==> src/rtl/ntt_core_pkg.sv <==
// ntt_core_pkg: shared constants and elaboration/datapath helpers for the
// forward cyclic NTT core.
//   - NTT_* defaults: coefficient width, point count, modulus, root of unity
//   - clog2, bitrev  : index arithmetic for the fixed butterfly wiring
//   - pow_mod        : twiddle constants W^k mod Q, evaluated at elaboration
//   - mod_add/sub/mul: modular arithmetic on operands already in [0, Q-1]
package ntt_core_pkg;

  localparam int NTT_N = 9;
  localparam int NTT_D = 8;
  localparam int NTT_Q = 257;
  localparam int NTT_W = 4;

  function automatic int clog2(input int v);
    int r;
    r = 0;
    while ((1 << r) < v) r++;
    return r;
  endfunction

  function automatic int bitrev(input int idx, input int bits);
    int r;
    r = 0;
    for (int k = 0; k < bits; k++) r = (r << 1) | ((idx >> k) & 1);
    return r;
  endfunction

  function automatic int mod_add(input int x, input int y, input int q);
    int s;
    s = x + y;
    return (s >= q) ? s - q : s;
  endfunction

  function automatic int mod_sub(input int x, input int y, input int q);
    return (x >= y) ? x - y : x - y + q;
  endfunction

  function automatic int mod_mul(input int x, input int y, input int q);
    longint p;
    p = longint'(x) * longint'(y);
    return int'(p % longint'(q));
  endfunction

  function automatic int pow_mod(input int b, input int e, input int q);
    int acc;
    acc = 1 % q;
    for (int k = 0; k < e; k++) acc = mod_mul(acc, b, q);
    return acc;
  endfunction

endpackage

==> src/rtl/ntt_core_butterfly.sv <==
// ntt_butterfly: combinational radix-2 Cooley-Tukey butterfly over Z_Q.
//   x, y : input operands in [0, Q-1]
//   w    : twiddle in [0, Q-1]
//   xo   : (x + w*y) mod Q
//   yo   : (x - w*y) mod Q
module ntt_butterfly
  import ntt_core_pkg::*;
#(
  parameter int N = NTT_N,
  parameter int Q = NTT_Q
) (
  input  logic [N-1:0] x,
  input  logic [N-1:0] y,
  input  logic [N-1:0] w,
  output logic [N-1:0] xo,
  output logic [N-1:0] yo
);

  logic [2*N-1:0] prod;
  logic [N-1:0]   t;

  // Full 2N-bit product, then a single reduction into [0, Q-1].
  assign prod = (2*N)'(w) * (2*N)'(y);
  assign t    = N'(prod % (2*N)'(Q));

  assign xo = N'(mod_add(int'(x), int'(t), Q));
  assign yo = N'(mod_sub(int'(x), int'(t), Q));

endmodule

==> src/rtl/ntt_core.sv <==
// ntt_core: fully pipelined forward cyclic NTT, A_k = sum_j a_j*W^(j*k) mod Q.
//   clk       : rising-edge clock
//   rst       : asynchronous active-high reset, clears valids and data
//   in_valid  : a carries a vector this cycle
//   a         : D packed N-bit coefficients, element i at [N*i +: N]
//   out_valid : an carries a new result this cycle
//   an        : D packed N-bit results, natural order, held between results
// Latency is log2(D)+1 cycles from the sampling edge; one vector per cycle.
module ntt_core
  import ntt_core_pkg::*;
#(
  parameter int N = NTT_N,
  parameter int D = NTT_D,
  parameter int Q = NTT_Q,
  parameter int W = NTT_W
) (
  input  logic           clk,
  input  logic           rst,
  input  logic           in_valid,
  input  logic [D*N-1:0] a,
  output logic           out_valid,
  output logic [D*N-1:0] an
);

  localparam int STAGES = clog2(D);

  logic [N-1:0]    dat_p  [0:STAGES][0:D-1];
  logic [STAGES:0] vld_p;
  logic [N-1:0]    bf_in  [1:STAGES][0:D-1];
  logic [N-1:0]    bf_out [1:STAGES][0:D-1];

  // Inputs are at most 2^N-1 < 2Q, so one conditional subtract fully reduces.
  function automatic logic [N-1:0] cond_sub_q(input logic [N-1:0] v);
    return (v >= N'(Q)) ? v - N'(Q) : v;
  endfunction

  // Decimation-in-time: the first layer reads stage 0 in bit-reversed order,
  // so the last layer produces results in natural order.
  for (genvar s = 1; s <= STAGES; s++) begin : g_stage
    localparam int HALF = 1 << (s - 1);

    for (genvar i = 0; i < D; i++) begin : g_in
      if (s == 1) begin : g_brv
        assign bf_in[s][i] = dat_p[0][bitrev(i, STAGES)];
      end else begin : g_nat
        assign bf_in[s][i] = dat_p[s-1][i];
      end
    end

    for (genvar b = 0; b < D / 2; b++) begin : g_bf
      localparam int J  = b % HALF;
      localparam int I0 = (b / HALF) * 2 * HALF + J;
      localparam int I1 = I0 + HALF;
      localparam logic [N-1:0] TW = N'(pow_mod(W, J * (D >> s), Q));

      ntt_butterfly #(
        .N(N),
        .Q(Q)
      ) u_bf (
        .x (bf_in[s][I0]),
        .y (bf_in[s][I1]),
        .w (TW),
        .xo(bf_out[s][I0]),
        .yo(bf_out[s][I1])
      );
    end
  end

  always_ff @(posedge clk or posedge rst) begin
    if (rst) begin
      vld_p     <= '0;
      out_valid <= 1'b0;
      an        <= '0;
      for (int s = 0; s <= STAGES; s++) begin
        for (int i = 0; i < D; i++) dat_p[s][i] <= '0;
      end
    end else begin
      // Stage 0: input register with reduction into [0, Q-1]
      vld_p[0] <= in_valid;
      if (in_valid) begin
        for (int i = 0; i < D; i++) dat_p[0][i] <= cond_sub_q(a[N*i +: N]);
      end
      // Stages 1..STAGES: one butterfly layer each
      for (int s = 1; s <= STAGES; s++) begin
        vld_p[s] <= vld_p[s-1];
        for (int i = 0; i < D; i++) dat_p[s][i] <= bf_out[s][i];
      end
      // Output register: holds the last valid result through bubbles
      out_valid <= vld_p[STAGES];
      if (vld_p[STAGES]) begin
        for (int i = 0; i < D; i++) an[N*i +: N] <= dat_p[STAGES][i];
      end
    end
  end

endmodule

==> config.mk <==
export PLATFORM = sky130hd
export DESIGN_NAME = ntt_core
export DESIGN_NICKNAME = d
export VERILOG_FILES = /design/src/rtl/ntt_core_pkg.sv /design/src/rtl/ntt_core_butterfly.sv /design/src/rtl/ntt_core.sv
export SDC_FILE = /design/constraint.sdc
export NUM_CORES = 1
export LEC_CHECK = 0
export BUFFER_PORTS_ARGS = -buffer_cell sky130_fd_sc_hd__buf_2
export CAP_MARGIN = 10
export CORE_ASPECT_RATIO = 1.1
export CORE_MARGIN = 2
export CORE_UTILIZATION = 58
export CTS_CLUSTER_DIAMETER = 100
export DETAILED_ROUTE_END_ITERATION = 6
export PLACE_DENSITY = 0.86
export RECOVER_POWER = 100
export SYNTH_ARGS = -nofsm -noshare
export SYNTH_HDL_FRONTEND = slang
export SYNTH_SLANG_ARGS = --single-unit
==> constraint.sdc <==
create_clock -name clk -period 13.2 [get_ports clk]
set_input_delay 2.64 -clock clk [delete_from_list [all_inputs] [get_ports clk]]
set_output_delay 2.64 -clock clk [all_outputs]
set_load 0.1 [all_outputs]
# ---- After elaboration in Yosys (flattened, before gate mapping)
# Cells that the tools add are included.
# W data, S select, Z words.
dict set report totals {
  elab_cells 167
  reg_bits 365
}
dict set report classes {
  n_addsub 56
  order_cmp 32
  n_div 12
  mux 32
}
# op n
set ops {}
lappend ops {{$mux W9} 32}
lappend ops {{$sub A9 B9 Y9 const B} 20}
lappend ops {{$mod A9 B9 Y18 const B} 7}
lappend ops {{$add A9 B9 Y10} 12}
lappend ops {{$ge A10 B9 Y1 const B} 12}
lappend ops {{$add A9 B9 Y9 const B} 12}
lappend ops {{$ge A9 B9 Y1} 12}
lappend ops {{$sub A9 B9 Y9} 12}
lappend ops {{$ge A9 B9 Y1 const B} 8}
lappend ops {{$mod A13 B9 Y18 const B} 3}
lappend ops {{$mod A11 B9 Y18 const B} 1}
lappend ops {{$mod A15 B9 Y18 const B} 1}

# ---- Depth between registers and ports, before layout
dict set report depth {
  depth_word 4
  ltp_mapped 38
}

# ---- Hierarchy
# From an unflattened synthesis, not the netlist that was laid out.
dict set report hier_totals {
  cells_unflattened 12382
  hier_area_um2 98912.4
}
# mod area_each_um2 cells_each instances
set by_module_without_submodules {}
lappend by_module_without_submodules {{ntt_butterfly (g_stage[1].g_bf[0].u_bf ...)} 7086.8 944 4}
lappend by_module_without_submodules {{ntt_butterfly (g_stage[3].g_bf[1].u_bf ...)} 7310.8 968 2}
lappend by_module_without_submodules {{ntt_butterfly (g_stage[2].g_bf[3].u_bf ...)} 7225.7 960 2}
lappend by_module_without_submodules {ntt_core 12542.0 891 1}
lappend by_module_without_submodules {{ntt_butterfly (g_stage[3].g_bf[3].u_bf)} 7332.0 981 1}
lappend by_module_without_submodules {{ntt_butterfly (g_stage[2].g_bf[1].u_bf)} 7304.5 971 1}
lappend by_module_without_submodules {{ntt_butterfly (g_stage[1].g_bf[2].u_bf)} 7290.7 959 1}
lappend by_module_without_submodules {{ntt_butterfly (g_stage[2].g_bf[2].u_bf)} 7023.0 948 1}

# ---- Least setup slack after synthesis
# Ideal clock, no wire load.
dict set report synth_path {
  kind {register to register}
  from {reg, netlist name bf_in[1]}
  to {reg, netlist name dat_p[41]}
  required_ns 13.121
  t_arrival_ns 7.285
  path_slack_ns 5.836
  path_stages_with_launch 35
  n_path_buf 0
  setup_time_ns 0.079
  synth_period_minus_slack_ns 7.364
  cell_sequence {dfrtp_1 -> inv_1 -> ha_1 -> nor4b_4 -> a21o_1 -> xnor2_1 -> inv_1 -> ha_1 -> and2_1 -> or4_1 -> o21ai_0 -> nand3_1 -> o211ai_1 -> a31oi_1 -> and2_1 -> a211oi_4 -> nand2_2 -> o211a_2 -> nand2_1 -> xor2_1 -> ha_1 -> a21oi_1 -> nor2_1 -> nor2_1 -> o21bai_1 -> a21oi_1 -> o21bai_1 -> a21oi_1 -> xnor2_1 -> or3_1 -> nor2_1 -> o21a_1 -> or4_1 -> nor2_1 -> xor2_1}
}

==> key figures <==
GRT
  • First-pass GRT wire length: 115,000 µm
  • Vias in the first global route: ~25,000
  • Largest net degree at the start of global routing: 182
  • Total gr overflow: 0
  • Initial antenna violation count: 1
  • Gr usage total: 24.6%

Timing
  • Fmax: roughly 100 MHz
  • Part of the cycle the worst path needs: 75.4%
  • Crit path time final: 9.95 ns
  • Slew HR: -269%
  • Clk_skew: 0.0302 ns
  • Final Max Slew Viols: approximately 380
  • Unrepaired setup endpoints after global routing: no
  • Actual slew at the worst max-slew pin: 5.51 ns
  • Final setup viols: 0
  • Hold Fails Final Rpt: 0
  • Setup TNS: 0 ns

Layout
  • Layout cell share with drive strength beyond 1: 8.13%
  • Post-route cell area: 33,300 µm²
  • # nets final: 4,047
  • P&R area growth vs syn: 7.88%
  • Antenna cell count: 0

Synth
  • Synthesized area: 30,900 µm²
  • Yosys warning count: 0
  • Register area share after synthesis: 29.6%
  • Avg Inst Size Synth: 8.73 µm²
  • Top area cells in the synthesized netlist: dfrtp_1, ha_1, xnor2_1
  • Synth async-reset ratio: 100%
  • Syn nets: roughly 3,900
  • Post-synth top area share: 29.6%
  • Syn Inst Count: 3,536
  • Biggest area consumer among synthesized cells: dfrtp_1
  • Top_reg_cell synth: dfrtp_1
  • Library cells used by synthesis: 113
  • Number of flops mapped to enable cells by yosys: 0
  • Seq cells post-synth: between 300 and 400

Setup path
  • CP Data Arrival Time: 10.43 ns
  • R2R Path Start: bf_in[1]
  • Critical path class: register to register
  • Endpoint type of the worst setup path: register
  • Slowest cell on the critical path: a211oi_1
  • Crit-path max cell delay: a little under 1 ns
  • Critical Path Fanout Max: 9
  • Startpoint Class: register
  • Critical Path Start: bf_in[1]
  • Critical Path RT: around 14 ns

Routing
  • Via count: 25,100
  • Drt drc: 0
  • Final ANT Viol Nets: 0
  • DR iter-0 viols: 1,688
  • Pre-antenna DRT Iters: 5
  • Wire per inst: 15.5 µm
  • Final WL: around 68,000 µm
  • Vias per inst: 5.77

Placed design
  • Detailed Place HPWL: 51,900 µm
  • Routability congestion estimate: 0.958
  • DP Area: ~32,000 µm²
  • I/O Buffers: between 100 and 150

Clocking
  • Postcts setup bufs: 0
  • Clk sink count: 365
  • Post-CTS Resized: 0
  • Clk slew on worst S/H paths: 0.06 ns
  • CTS HTree Levels: 2
  • Worst-Skew Late Latency: 0.58 ns
  • Maximum buffer depth of the clock tree: 3
  • Cts bufs inserted: 40
  • Hold buffers post-CTS: 0
  • Root Driver: clkbuf_16
  • CTS tree: yes

Worst hold path
  • Hold WC Path Type: register to register
  • Worst hold start: vld_p[1]

Floorplanning
  • Starting Density: 58.8%
  • Die height: roughly 250 µm
  • Die Area: 55,100 µm²
  • FP Rows: between 80 and 90
  • Core Region: 52,500 µm²
  • Io pins: 148
  • Die W: about 220 µm

Run status
  • Violated checks: capacitance limit, slew limit
  • Outcome: finished, violations left

Flow run
  • # Max-Cap Violations: 4
## critical path: cells and delay by family, from the launching register on
kind / cells / cell delay (ns)
adder cells (fa/ha/maj): 3 / 1.00
AND/OR/NAND/NOR: 11 / 2.88
AO/OA/AOI/OAI: 13 / 4.34
flip-flops: 1 / 0.43
buffers and inverters: 2 / 0.33
XOR/XNOR: 4 / 0.88
## state kept, by name (all words and copies together), names as in the netlist
register and count:
bf_in 216, dat_p 72, vld_p 4, an 72, out_valid 1
## final timing paths
| check | slack, ns | end | depth (start not counted) |
|---|---|---|---|
| min | 0.35 | vld_p[2] | 0 |
| max reg2reg | 3.25 | dat_p[41] | 33 |
| min reg2reg | 0.35 | vld_p[2] | 0 |
| min in group asynchronous | 3.80 | an[39] | 2 |
| max in group asynchronous | 4.54 | bf_in[175] | 4 |
| max | 3.25 | dat_p[41] | 33 |
## cell families after synthesis
group	count (synthesis)	share of synthesized area, %
multiplexers	111	4.00
adder cells (fa/ha/maj)	322	13.6
AO/OA/AOI/OAI	704	15.1
XOR/XNOR	526	15.0
AND/OR/NAND/NOR	1120	17.8
flip-flops	365	29.6
buffers and inverters	388	4.81
## cells in the final DEF, fill, tap and decap left out, types with 71 or more instances in the layout
| master | instances |
|---|---|
| ha_1 | 298 |
| nand3_1 | 73 |
| a21oi_1 | 245 |
| dfrtp_1 | 364 |
| buf_2 | 71 |
| nor3_1 | 107 |
| nand2_1 | 232 |
| nor2_1 | 402 |
| xor2_1 | 151 |
| xnor2_1 | 371 |
| mux2_2 | 81 |
| inv_1 | 307 |
| o21bai_1 | 94 |
| clkbuf_1 | 84 |
| o21ai_0 | 100 |
## synth_stat cells (all sizes together) (9+ instances only)
| library cell | number |
|---|---|
| dfrtp | 365 |
| o2111ai | 12 |
| and2 | 30 |
| nand2 | 232 |
| nor2 | 402 |
| buf | 11 |
| o22ai | 19 |
| fa | 24 |
| a31oi | 18 |
| o211ai | 20 |
| xnor2 | 375 |
| a21o | 43 |
| inv | 308 |
| o21bai | 94 |
| mux2i | 19 |
| clkbuf | 69 |
| xor2 | 151 |
| nand3b | 9 |
| nand2b | 34 |
| a21oi | 248 |
| nor3 | 108 |
| nand3 | 75 |
| o41ai | 10 |
| a211oi | 12 |
| mux2 | 92 |
| or2 | 32 |
| or4 | 51 |
| nor4 | 44 |
| a21boi | 12 |
| o21ai | 107 |
| ha | 298 |
| nand4 | 28 |
| or3 | 29 |
| o21a | 10 |
| o221ai | 13 |
## through the flow
stage | cells | hold WS, ns | worst slack [ns] | utilization [%]
detailed placement | 4283 | 0.335 | 4.74 | 61.3
finish | 4355 | 0.345 | 3.25 | 63.4
floorplan | 3536 | 0.331 | 0.428 | -
CTS | 4355 | 0.346 | 4.67 | 63.8
global route | 4355 | 0.365 | 2.14 | 63.4
global placement | 4283 | 0.337 | 5.05 | 61.3
## per-layer routing
metal | global-route usage [%] | routed length (µm) | vias to the layer above
met5 | 0 | 0 | -
met4 | 9.25 | 2220 | 0
met3 | 2.83 | 3180 | 155
met2 | 43.3 | 32400 | 721
met1 | 30.8 | 29800 | 11800
li1 | - | - | 12400
## layout make-up
type	count	area [µm²]
clock inverters	23	220
multi-input cells	2783	20200
well taps	675	845
clock buffers	49	1090
fillers	4296	19200
flip-flops and latches	365	9140
repair buffers	152	679
inverters	308	1160
Power is left out: the tool's default activity adds up to more than one toggle a clock period on the data nets, which glitch-free logic cannot reach.
